==> config.mk <==
export PLATFORM = sky130hd
export DESIGN_NAME = pbit_gibbs_scheduler
export DESIGN_NICKNAME = d
export VERILOG_FILES = /design/src/rtl/pbit_pkg.sv /design/src/rtl/pbit_gibbs_scheduler_field_acc.sv /design/src/rtl/pbit_gibbs_scheduler.sv
export SDC_FILE = /design/constraint.sdc
export NUM_CORES = 1
export LEC_CHECK = 0
export ABC_AREA = 1
export CELL_PAD_IN_SITES_DETAIL_PLACEMENT = 1
export CELL_PAD_IN_SITES_GLOBAL_PLACEMENT = 1
export CORE_MARGIN = 5
export CORE_UTILIZATION = 38
export CTS_CLUSTER_SIZE = 12
export DETAILED_ROUTE_END_ITERATION = 16
export PLACE_DENSITY = 0.78
export SYNTH_ARGS = -nofsm -noshare
export SYNTH_HDL_FRONTEND = slang
export SYNTH_SLANG_ARGS = --single-unit
==> constraint.sdc <==
create_clock -name CLK -period 4 [get_ports CLK]
set_input_delay 0.8 -clock CLK [delete_from_list [all_inputs] [get_ports CLK]]
set_output_delay 0.8 -clock CLK [all_outputs]
set_load 0.01 [all_outputs]
==> src/rtl/pbit_pkg.sv <==
// Shared fixed-point sizes, saturation limits, scheduler FSM encoding and the
// saturating narrowing function for the pbit Gibbs scheduler.
package pbit_pkg;

  localparam int INT_SIZE   = 8;
  localparam int FLOAT_SIZE = 24;
  localparam int Z_W        = INT_SIZE + FLOAT_SIZE;

  localparam longint Z_MAX_L = (longint'(1) <<< (Z_W - 1)) - 1;
  localparam longint Z_MIN_L = -(longint'(1) <<< (Z_W - 1));
  localparam logic [Z_W-1:0] Z_MAX = Z_W'(Z_MAX_L);
  localparam logic [Z_W-1:0] Z_MIN = Z_W'(Z_MIN_L);

  typedef enum logic [2:0] {
    ST_IDLE,
    ST_FETCH,
    ST_DRAIN,
    ST_SETTLE,
    ST_DONE
  } sched_state_e;

  function automatic logic [Z_W-1:0] sat_z(input longint v);
    if (v > Z_MAX_L) return Z_MAX;
    else if (v < Z_MIN_L) return Z_MIN;
    else return Z_W'(v);
  endfunction

endpackage

==> src/rtl/pbit_gibbs_scheduler_field_acc.sv <==
// Local-field accumulator: adds or subtracts each coupling word by the sign of
// the neighbour spin, skips the diagonal, adds the bias, saturates to Z_W bits.
module pbit_field_acc
  import pbit_pkg::*;
#(
  parameter int ACC_W = Z_W + 4
) (
  input  logic                  CLK,
  input  logic                  RST,
  input  logic                  clr,
  input  logic                  add_en,
  input  logic                  is_bias,
  input  logic                  diag,
  input  logic                  spin_bit,
  input  logic signed [Z_W-1:0] w_data,
  output logic [Z_W-1:0]        z_sat_next
);

  logic signed [ACC_W-1:0] acc_q, acc_d, w_ext;

  assign w_ext = ACC_W'(w_data);

  always_comb begin
    acc_d = acc_q;
    if (clr) begin
      acc_d = '0;
    end else if (add_en) begin
      if (is_bias || (spin_bit && !diag)) acc_d = acc_q + w_ext;
      else if (!diag)                     acc_d = acc_q - w_ext;
    end
  end

  // The next value is exported so z_out can load in the same cycle the bias lands.
  assign z_sat_next = sat_z(longint'(acc_d));

  always_ff @(posedge CLK or posedge RST) begin
    if (RST) acc_q <= '0;
    else     acc_q <= acc_d;
  end

endmodule

==> src/rtl/pbit_gibbs_scheduler.sv <==
// Sequential Gibbs sweep scheduler sharing one external pbit across N_SPINS spins.
// Optional clamping of spins is enabled with `define PBIT_SCHED_CLAMP_EN.
module pbit_gibbs_scheduler
  import pbit_pkg::*;
#(
  parameter int                N_SPINS    = 4,
  parameter int                SETTLE_CYC = 4,
  parameter int                SWEEP_W    = 16,
  parameter logic [N_SPINS-1:0] SPIN_INIT = '0,
  localparam int               AW         = $clog2(N_SPINS * (N_SPINS + 1))
) (
  input  logic                  CLK,
  input  logic                  RST,
  input  logic                  start,
  input  logic [SWEEP_W-1:0]    num_sweeps,
  output logic                  busy,
  output logic                  done,
  output logic [SWEEP_W-1:0]    sweep_cnt,
  output logic                  w_rd_en,
  output logic [AW-1:0]         w_addr,
  input  logic signed [Z_W-1:0] w_data,
  output logic [Z_W-1:0]        z_out,
  input  logic                  pbit_val,
  output logic [N_SPINS-1:0]    spins,
`ifdef PBIT_SCHED_CLAMP_EN
  input  logic [N_SPINS-1:0]    clamp_mask,
  input  logic [N_SPINS-1:0]    clamp_val,
`endif
  output sched_state_e          state_dbg
);

  localparam int IW    = $clog2(N_SPINS);
  localparam int KW    = $clog2(N_SPINS + 1);
  localparam int SW    = $clog2(SETTLE_CYC + 1);
  localparam int ACC_W = Z_W + $clog2(N_SPINS + 1) + 1;

  sched_state_e       state_q, state_d;
  logic [IW-1:0]      i_q, i_d;
  logic [KW-1:0]      k_q, k_d, j_idx;
  logic [SW-1:0]      settle_q, settle_d;
  logic [SWEEP_W-1:0] sweep_q, sweep_d, nsw_q, nsw_d;
  logic [N_SPINS-1:0] spins_q, spins_d;
  logic [Z_W-1:0]     z_out_q, z_out_d, z_sat_next;
  logic [N_SPINS-1:0] start_mask, start_val, skip_mask, search_mask;
  logic [IW-1:0]      first_idx, next_idx;
  logic               first_ok, next_ok, last_settle, sweep_last;

`ifdef PBIT_SCHED_CLAMP_EN
  logic [N_SPINS-1:0] skip_mask_q, skip_mask_d;
  assign start_mask  = clamp_mask;
  assign start_val   = clamp_val;
  assign skip_mask_d = (state_q == ST_IDLE && start) ? clamp_mask : skip_mask_q;
  assign skip_mask   = skip_mask_q;
  always_ff @(posedge CLK or posedge RST) begin
    if (RST) skip_mask_q <= '0;
    else     skip_mask_q <= skip_mask_d;
  end
`else
  assign start_mask = '0;
  assign start_val  = '0;
  assign skip_mask  = '0;
`endif

  // In IDLE the mask being latched this cycle decides the first spin to visit.
  assign search_mask = (state_q == ST_IDLE) ? start_mask : skip_mask;

  always_comb begin
    first_ok  = 1'b0;
    first_idx = '0;
    next_ok   = 1'b0;
    next_idx  = '0;
    for (int j = N_SPINS - 1; j >= 0; j--) begin
      if (!search_mask[j]) begin
        first_ok  = 1'b1;
        first_idx = IW'(j);
        if (j > int'(i_q)) begin
          next_ok  = 1'b1;
          next_idx = IW'(j);
        end
      end
    end
  end

  assign last_settle = (state_q == ST_SETTLE) && (settle_q == SW'(SETTLE_CYC - 1));
  assign sweep_last  = ((sweep_q + SWEEP_W'(1)) == nsw_q);

  always_ff @(posedge CLK or posedge RST) begin
    if (RST) state_q <= ST_IDLE;
    else     state_q <= state_d;
  end

  always_comb begin
    state_d = state_q;
    unique case (state_q)
      ST_IDLE:   if (start) state_d = (num_sweeps == '0 || !first_ok) ? ST_DONE : ST_FETCH;
      ST_FETCH:  if (k_q == KW'(N_SPINS)) state_d = ST_DRAIN;
      ST_DRAIN:  state_d = ST_SETTLE;
      ST_SETTLE: if (last_settle) state_d = (next_ok || !sweep_last) ? ST_FETCH : ST_DONE;
      ST_DONE:   state_d = ST_IDLE;
      default:   state_d = ST_IDLE;
    endcase
  end

  always_comb begin
    busy    = (state_q == ST_FETCH) || (state_q == ST_DRAIN) || (state_q == ST_SETTLE);
    done    = (state_q == ST_DONE);
    w_rd_en = (state_q == ST_FETCH);
    w_addr  = w_rd_en ? AW'(int'(i_q) * (N_SPINS + 1) + int'(k_q)) : '0;
  end

  always_comb begin
    i_d      = i_q;
    k_d      = k_q;
    settle_d = settle_q;
    sweep_d  = sweep_q;
    nsw_d    = nsw_q;
    spins_d  = spins_q;
    z_out_d  = z_out_q;
    unique case (state_q)
      ST_IDLE: if (start) begin
        spins_d  = (spins_q & ~start_mask) | (start_val & start_mask);
        i_d      = '0;
        k_d      = '0;
        settle_d = '0;
        if (num_sweeps != '0) begin
          nsw_d   = num_sweeps;
          sweep_d = first_ok ? '0 : num_sweeps;
          i_d     = first_ok ? first_idx : '0;
        end
      end
      ST_FETCH:  k_d = (k_q == KW'(N_SPINS)) ? '0 : k_q + KW'(1);
      ST_DRAIN: begin
        z_out_d  = z_sat_next;
        settle_d = '0;
      end
      ST_SETTLE: begin
        settle_d = settle_q + SW'(1);
        if (last_settle) begin
          spins_d[i_q] = pbit_val;
          settle_d     = '0;
          k_d          = '0;
          if (next_ok) begin
            i_d = next_idx;
          end else begin
            sweep_d = sweep_q + SWEEP_W'(1);
            i_d     = sweep_last ? '0 : first_idx;
          end
        end
      end
      default: ;
    endcase
  end

  always_ff @(posedge CLK or posedge RST) begin
    if (RST) begin
      i_q      <= '0;
      k_q      <= '0;
      settle_q <= '0;
      sweep_q  <= '0;
      nsw_q    <= '0;
      spins_q  <= SPIN_INIT;
      z_out_q  <= '0;
    end else begin
      i_q      <= i_d;
      k_q      <= k_d;
      settle_q <= settle_d;
      sweep_q  <= sweep_d;
      nsw_q    <= nsw_d;
      spins_q  <= spins_d;
      z_out_q  <= z_out_d;
    end
  end

  // Word k-1 arrives while word k is being addressed; j_idx names the arriving word.
  assign j_idx = k_q - KW'(1);

  pbit_field_acc #(.ACC_W(ACC_W)) u_acc (
    .CLK        (CLK),
    .RST        (RST),
    .clr        (state_q == ST_FETCH && k_q == '0),
    .add_en     ((state_q == ST_FETCH && k_q != '0) || state_q == ST_DRAIN),
    .is_bias    (state_q == ST_DRAIN),
    .diag       (int'(j_idx) == int'(i_q)),
    .spin_bit   ((int'(j_idx) < N_SPINS) ? spins_q[IW'(j_idx)] : 1'b0),
    .w_data     (w_data),
    .z_sat_next (z_sat_next)
  );

  assign sweep_cnt = sweep_q;
  assign z_out     = z_out_q;
  assign spins     = spins_q;
  assign state_dbg = state_q;

endmodule
Word-level counts from Yosys, hierarchy flattened:

Cells that the tools add are included.

* bits in registers: 115
* input port bits: 52
* output and inout port bits: 63
* logic and storage cells: 106

* add/subtract/negate cells: 7
* multiply operators: 1
* order comparisons: 9
* equal/unequal tests: 13
* multiplexer cells: 40
* reduce and logical (&&, ||, !) cells: 27

Operators with widths (number)
* $mux W36: 4
* $mux W16: 4
* $mux W32: 2
* $add A36 B32 Y36: 1
* $gt A36 B32 Y1 const B: 1
* $lt A36 B32 Y1 const B: 1
* $sub A36 B32 Y36: 1
* $pmux W16 S2: 1
* $mux W3: 9
* $pmux W3 S3: 2
* $add A16 B1 Y16 const B: 1
* $eq A16 B16 Y1: 1
* $logic_not A16 Y1: 1
* $reduce_bool A16 Y1: 1
* $mux W2: 6
* $pmux W3 S4: 1
* $reduce_and A3 Y1: 4
* $eq A3 B2 Y1 const B: 3
* $reduce_bool A3 Y1: 3
* $add A3 B1 Y3 const B: 2
* $eq A3 B3 Y1 const B: 2
* $logic_not A3 Y1: 2
* $lt A2 B3 Y1 const B: 2
* $mux W1: 6
* other kinds (22): 36

Depth between registers and ports, before layout:

Gate-level depths: netlist (run 1).

* word-level depth: 12
* depth in mapped cells: 25
* gate-level depth less buffers: 24

Hierarchy:

A second synthesis (run 1) with hierarchy kept.

* cell total of the unflattened synthesis: 1879
* area, all modules: 11517.3 µm²

Modules (own cells, without submodules)
* pbit_field_acc: times used 1, cells each 1332, area each 7293.2 µm², seq. area each 900.9 µm²
* pbit_gibbs_scheduler: times used 1, cells each 547, area each 4224.1 µm², seq. area each 1976.9 µm²

Least setup slack after synthesis (run 1):

OpenSTA, ideal clock, no wires.

* path kind: input to register
* start point: input port w_data[0]
* end point: register z_out_q[0] (netlist: z_out[0])
* setup time: 0.122 ns
* data arrival time: 2.869 ns
* data required time: 3.878 ns
* slack: 1.009 ns
* stages on the path: 22
* buffers on the path: 1
* cell sequence: ha_1 inv_1 fa_1 nand2_1 nand3_1 nand2_1 inv_1 nand2_1 nand2_1 nand2_1 nand2_1 nand2_1 nand2_1 nand2_1 nand3_1 nand3_1 nand2_1 nand2_1 nand4_1 a21oi_2 buf_4 a21oi_1

* cells in the longest elaborated chain, start to end: 8
* elaborated cells between the ends (all ways): 10
* classes of those cells: 2 x add/sub; 2 x order compare; 6 x mux

RTL lines
* start: declaration: RTL line pbit_gibbs_scheduler.sv:21 `input logic signed [Z_W-1:0] w_data,`
* $sub A36 B32 Y36: RTL line pbit_gibbs_scheduler_field_acc.sv:29 `else if (!diag) acc_d = acc_q - w_ext;`
* $mux W36: RTL line pbit_gibbs_scheduler_field_acc.sv:29
* $mux W36 *: RTL line pbit_gibbs_scheduler_field_acc.sv:28 `if (is_bias || (spin_bit && !diag)) acc_d = acc_q + w_ext;`
* $mux W36 *: RTL line pbit_gibbs_scheduler_field_acc.sv:27 `end else if (add_en) begin`
* $mux W36 *: RTL line pbit_gibbs_scheduler_field_acc.sv:25 `if (clr) begin`
* $lt A36 B32 Y1: RTL line pbit_pkg.sv:24 `else if (v < Z_MIN_L) return Z_MIN;`
* $mux W32: RTL line pbit_pkg.sv:24
* $mux W32 *: RTL line pbit_pkg.sv:23 `if (v > Z_MAX_L) return Z_MAX;`
* end signal: assignment: RTL line pbit_gibbs_scheduler.sv:170 `z_out_q <= z_out_d;`
* end: declaration: RTL line pbit_gibbs_scheduler.sv:43 `logic [Z_W-1:0] z_out_q, z_out_d, z_sat_next;`

Mark *: on every way between the ends. The rest lies on a longest branch, timed or not.
A chain may end at the register's enable or synchronous reset.

Final worst setup path (run 1):

* start point: input port w_data[12]
* end point: register z_out_q[16] (netlist: z_out[16])

The elaborated chain is that of the path after synthesis.

==> impl_metrics.tcl, run 1 <==
set metrics [dict create \
    cap_viol_max_count 0 \
    nNetsFinal 1964 \
    drive_gt1_share_pct 11.7 \
    dpl.cell_count 2181 \
    clockBufferDepth 2 \
    initial_utilization_pct 38.8 \
    post-route-util_pct 48.6 \
    slew_violations 0 \
    track_usage_pct 27.5 \
    synth_largest_area_cell "dfrtp_1" \
    viasPerCell 5.34 \
    vias 11808 \
    synth_area_sq_um 10900 \
    rsz0062_at_grt "no" \
    dr.pass1.iters 5 \
    hold_viol_final 0 \
    h-tree-depth 4 \
    period_minus_slack_ns 3.80 \
    grt_pass1_vias 12523 \
    synth_edf_count 0 \
    drc_errors 0 \
    port_buffers 114 \
    use_met1_pct 36.4 \
    setup_violations 0 \
    routed_wire_length_per_instance_microns 19.8 \
    gp_congestion 0.978 \
    clkSlewWorstSetupHoldPaths_ns 0.05 \
    place_ws_ns -0.0579 \
    synth.avg_cell_area_sq_um 6.59 \
    cts_root_buffer "clkbuf_16" \
    rows 61 \
    crit_type "in2reg" \
    insertion_delay_ns 0.42 \
    cts_buffers 17 \
    synth_common_cells "nand2_1, inv_1, a21oi_1, nor2_1, dfrtp_1" \
    synth_seq_area_share_pct 26.5 \
    syn_inst 1647 \
    finalClockSkew_ns 0.00934 \
    synth_flop_cell "dfrtp_1" \
    synth_area_leaders "dfrtp_1, nand2_1, ha_1" \
    antenna_found_initial 1 \
    fmax_mhz 263 \
    dieArea_sq_um 32100 \
    max-vdd-ir-drop_mv 0.387 \
    die_y_microns 179 \
    worstHoldPathType "reg2reg" \
    cts_tree "yes" \
    required_ns 4.32 \
    grt_pass1_wl_mm 68.9 \
    clock_sinks 115 \
    area_delta_synth_final_pct 25.2 \
    async_flop_share_pct 100 \
    p_leak_nw 6.86 \
    yosysWarnings 0 \
    p_total_mw 9.90 \
    p_per_area_nw_per_um2 728 \
    hpwl_mm 34.9 \
    ys_types 52 \
    rrSetupSlack_ns 0.62 \
    met3_usage_pct 4.49 \
    pin_count 115 \
    status "completed" \
    diodes 0 \
    ys_ff_latch 115 \
    fillers 3681 \
    global_route.usage.met2_pct 47.5 \
    grt.overflow.total 0 \
    setup.worst_path.start_class "input pin" \
    die_w_microns 179 \
    fin_crit_sh_pct 95.1 \
    slew_headroom_pct 47.1 \
    fin_ws_ns 0.196 \
    path_max_fanout 9 \
    syn_nets 1789 \
    grt_max_degree 70 \
    cts-hold-fix-buffers 0 \
    wirelength_mm 43.8 \
    post_cts_resized 0 \
    yosysTopAreaCellShare_pct 26.5 \
    final_cells 2213 \
    cp.arrival_ns 4.12 \
    detail_route.iter0.violations 820 \
    critPathCaptureType "flip-flop" \
    post_cts_buffers 0 \
    synth_most_common_cell "nand2_1" \
    ant_nets 0 \
    worstMarginPinSlew_ns 0.794 \
    top_usage_layer "met2" \
    core-area_sq_um 28000 \
]
## cells in the final DEF (no fill, tap or decap), drive strengths merged, types with 48 or more instances in the layout
cell	instances
nand2	398
inv	252
a21oi	157
nor2	140
dfrtp	115
clkdlybuf4s50	114
o21ai	109
nand3	104
buf	97
ha	87
or2	48
## flip-flops by register name, summed over array words and instances, names as in the netlist
register / cells
spins: 4
i_q: 2
nsw_q: 16
state_dbg: 3
k_q: 3
u_acc.acc_q: 36
settle_q: 3
z_out: 32
sweep_cnt: 16
## final cells by class
| cell class | count | area, sq um | share of cell area (%) |
|---|---|---|---|
| Timing Repair Buffer | 211 | 1920 | 14.1 |
| Multi-Input combinational cell | 1226 | 6760 | 49.7 |
| Tap cell | 378 | 473 | 3.48 |
| Sequential cell | 115 | 2880 | 21.2 |
| Clock inverter | 13 | 181 | 1.33 |
| Clock buffer | 19 | 443 | 3.26 |
| Inverter | 251 | 945 | 6.95 |
## cells by family (layout without fill, tap and decap cells)
kind of cell / count (synthesis) / after routing / synth area share (%)
xor+xnor: 52 / 52 / 4.19
compound gates: 336 / 336 / 17.2
mux: 7 / 7 / 0.714
fa+ha+maj: 90 / 90 / 10.6
flops: 115 / 115 / 26.5
simple gates: 741 / 741 / 29.5
buf+inv: 306 / 494 / 11.3
## stage by stage
step / hold slack (ns) / cell area (sq um) / TNS [ns]
finish: 0.534 / 13600 / 0
detailed placement: 0.486 / 13000 / -0.623
CTS: 0.534 / 13600 / 0
floorplan: 0.457 / 10900 / 0
global placement: 0.468 / 13000 / 0
global route: 0.553 / 13600 / 0
## worst paths after layout
check / startpoint / end / cells past startpoint
max reg2reg: u_acc.acc_q[21] / z_out[23] / 17
min in group asynchronous: RST / nsw_q[0] / 2
max: w_data[12] / z_out[16] / 23
min reg2reg: nsw_q[0] / nsw_q[0] / 1
max in group asynchronous: RST / z_out[8] / 3
min: nsw_q[0] / nsw_q[0] / 1
## critical path, cell delays in order
cell and delay (ns):
clkdlybuf4s50_1 0.50, inv_1 0.05, ha_1 0.43, nor2_1 0.19, inv_1 0.07, nor2_1 0.12
inv_1 0.10, nor2_1 0.10, nand3_1 0.09, nand2_1 0.13, nand2_1 0.15, nand2_1 0.13
nand2_1 0.08, nand3_1 0.11, nand3_1 0.08, nand2_1 0.06, nand2_1 0.10, nor2_1 0.18
nand3_2 0.12, nand2_4 0.12, buf_4 0.13, nand2_1 0.08, a21oi_1 0.19
## per-layer routing
| layer | vias up | wire length [microns] |
|---|---|---|
| li1 | 5669 | - |
| met3 | 46 | 2370 |
| met5 | - | 8 |
| met2 | 285 | 21100 |
| met1 | 5806 | 19600 |
| met4 | 2 | 711 |
## power by group
part	switching [mW]	leakage [nW]	total, mW	internal (mW)
registers	0.421	1.30	1.92	1.50
clock network	0.573	0.303	1.63	1.06
logic	3.90	5.26	6.35	2.45
(Power assumes the default switching activity.)
==> run 2, diff against run 1 <==
- CORE_UTILIZATION: 38 -> 42
- PLACE_DENSITY: 0.78 -> 0.82
- clock period: 4 -> 3.7 ns (I/O delays scaled with it)
==> run 2 against run 1 <==
Compared with the run above:
- final cell count grew 2.9%
- largest cell class unchanged
- critical path type unchanged
- clock power grew 14%
- count of clock-buffer cells in the layout grew 1
- critical endpoint is now z_out[9]
- hold slack lost 0.040 ns
- cell area grew 8.7%
- power grew 24%
==> impl_metrics.tcl, run 2 (synthesis results as in run 1) <==
set metrics [dict create \
    place_area_sq_um 13700 \
    hpwl_mm 36.1 \
    cts_buffers 17 \
    antenna_found_initial 0 \
    cp_slowest_stage_delay_ns 0.49 \
    fmax_mhz 274 \
    nNetsFinal 2078 \
    h-tree-depth 4 \
    gp_congestion 0.978 \
    path_max_fanout 14 \
    final_area_sq_um 14800 \
    max-vdd-ir-drop_mv 0.393 \
    detail_route.iter0.violations 1105 \
    p_per_area_nw_per_um2 829 \
    slew_violations 0 \
    die_y_microns 171 \
    initial_utilization_pct 42.9 \
    track_usage_pct 33.5 \
    regMostFlops "u_acc.acc_q" \
    rrSetupSlack_ns 0.12 \
    fin_crit_sh_pct 98.6 \
    grt_pass1_wl_mm 76.5 \
    grt_pass1_vias 13695 \
    post-route-util_pct 58.4 \
    hold-path-endpoint "settle_q[0]" \
    hp-start "settle_q[0]" \
    fin_setup_tns_ns 0 \
    final_common_cell "nand2_1" \
    setup.worst_path.start_class "input pin" \
    ant_nets 0 \
    clock_sinks 115 \
    viasPerCell 5.70 \
    hold_path_depth 1 \
    status "completed" \
    dr.pass1.iters 5 \
    rr_startpoint "k_q[0]" \
    p_leak_nw 7.46 \
    multi_input_area_sq_um 7090 \
    crit_slowest_cell "clkdlybuf4s50_1" \
    critPathTopFamily "simple AND/OR/NAND/NOR gates" \
    cp_num_buf_inv 6 \
    wirelength_mm 51.3 \
    cts_root_buffer "clkbuf_16" \
    clockBufferDepth 2 \
    worstMarginPinSlew_ns 0.814 \
    area_delta_synth_final_pct 36.1 \
    r2r_cells 19 \
    grt.overflow.total 0 \
    cap_viol_max_count 0 \
    pin_count 115 \
    finalClockSkew_ns 0.0105 \
    drive_gt1_share_pct 20.9 \
    clkSlewWorstSetupHoldPaths_ns 0.06 \
    routed_wire_length_per_instance_microns 22.5 \
    largest_reg_flops 36 \
    die_w_microns 171 \
    slew_headroom_pct 45.7 \
    crit_top_cell "nand2_1" \
    worstHoldPathType "reg2reg" \
    setup_violations 0 \
    dieArea_sq_um 29200 \
    rows 58 \
    period_minus_slack_ns 3.65 \
    vias 12971 \
    core-area_sq_um 25300 \
    grt_max_degree 116 \
    insertion_delay_ns 0.43 \
    critPathCaptureType "flip-flop" \
    diodes 0 \
    cp.arrival_ns 3.98 \
    regArea_sq_um 2880 \
    crit_type "in2reg" \
    port_buffers 114 \
    layout_common_cells "nand2_1, inv_1, buf_4" \
    hold_viol_final 0 \
    required_ns 4.03 \
    drc_errors 0 \
    r2r_end "z_out[9]" \
    crit_chain "clkdlybuf4s50_1 -> inv_1 -> ha_2 -> buf_4 -> nand2_1 -> nor2_1 -> inv_1 -> nor4_2 -> nand2_1 -> nand2_1 -> nand2_1 -> nand3_1 -> nand3_1 -> nand2_1 -> nand2_1 -> inv_1 -> nand3_2 -> nand2_4 -> buf_12 -> nand2_1 -> a21oi_2" \
    cts_tree "yes" \
    fillers 3302 \
]
-- run 2: changes by cell type in the layout (fill, tap and decap cells not counted), sizes merged --
cell / change
clkinvlp: +1
inv: -4
dlymetal6s2s: +1
bufinv: +1
clkbuf: +3
clkdlybuf4s50: -1
clkinv: -1
buf: +112
-- run 2: worst max-delay path by stage --
stage	startpoint	endpoint	slack (ns)	depth (start not counted)
after detailed placement	w_data[30]	z_out[30]	-0.39	17
after CTS	k_q[0]	z_out[1]	-0.003	19
after global placement	w_data[30]	z_out[26]	-0.22	17
final	w_data[20]	z_out[9]	0.05	21
after floorplan	w_data[0]	z_out[0]	0.77	22
after global routing	w_data[22]	z_out[28]	-0.09	19
-- run 2: area by class of cell --
| class | instances | share of cell area [%] |
|---|---|---|
| sequential | 115 | 19.5 |
| inverter | 251 | 6.45 |
| multi-input combinational | 1226 | 47.9 |
| clock inverter | 10 | 1.23 |
| timing repair buffer | 325 | 19.0 |
| clock buffer | 20 | 3.09 |
| tap | 330 | 2.79 |
-- run 2: routing by layer --
layer	share of wire, %	GRT usage [%]
met1	40	42.0
met4	4.0	12.2
met3	7.3	5.38
met2	48	58.4
met5	0	0
-- run 2: through the flow --
stage               instances  hold WS, ns  total power [mW]  worst slack [ns]
CTS                      2272        0.492              11.6          -0.00314
global placement         2242        0.469              9.30            -0.225
floorplan                1647        0.457              5.94             0.769
detailed placement       2242        0.488              9.56            -0.392
finish                   2277        0.493              12.3            0.0536
global route             2277        0.532              12.9           -0.0922
-- run 2: what timing repair did --
action                                  CTS  global route
cloned                                    0             2
pin swaps                                 0             7
resized for setup                         2            99
hold buffers                              0             0
endpoints found under the setup margin    4            31
hold endpoints to repair                  0             0
setup buffers                             0             3
-- run 2: report_power, final --
group / total, mW / internal [mW] / leakage (nW) / switching [mW]
registers: 2.14 / 1.62 / 1.30 / 0.522
logic: 8.25 / 3.42 / 5.85 / 4.83
clock network: 1.86 / 1.22 / 0.312 / 0.643
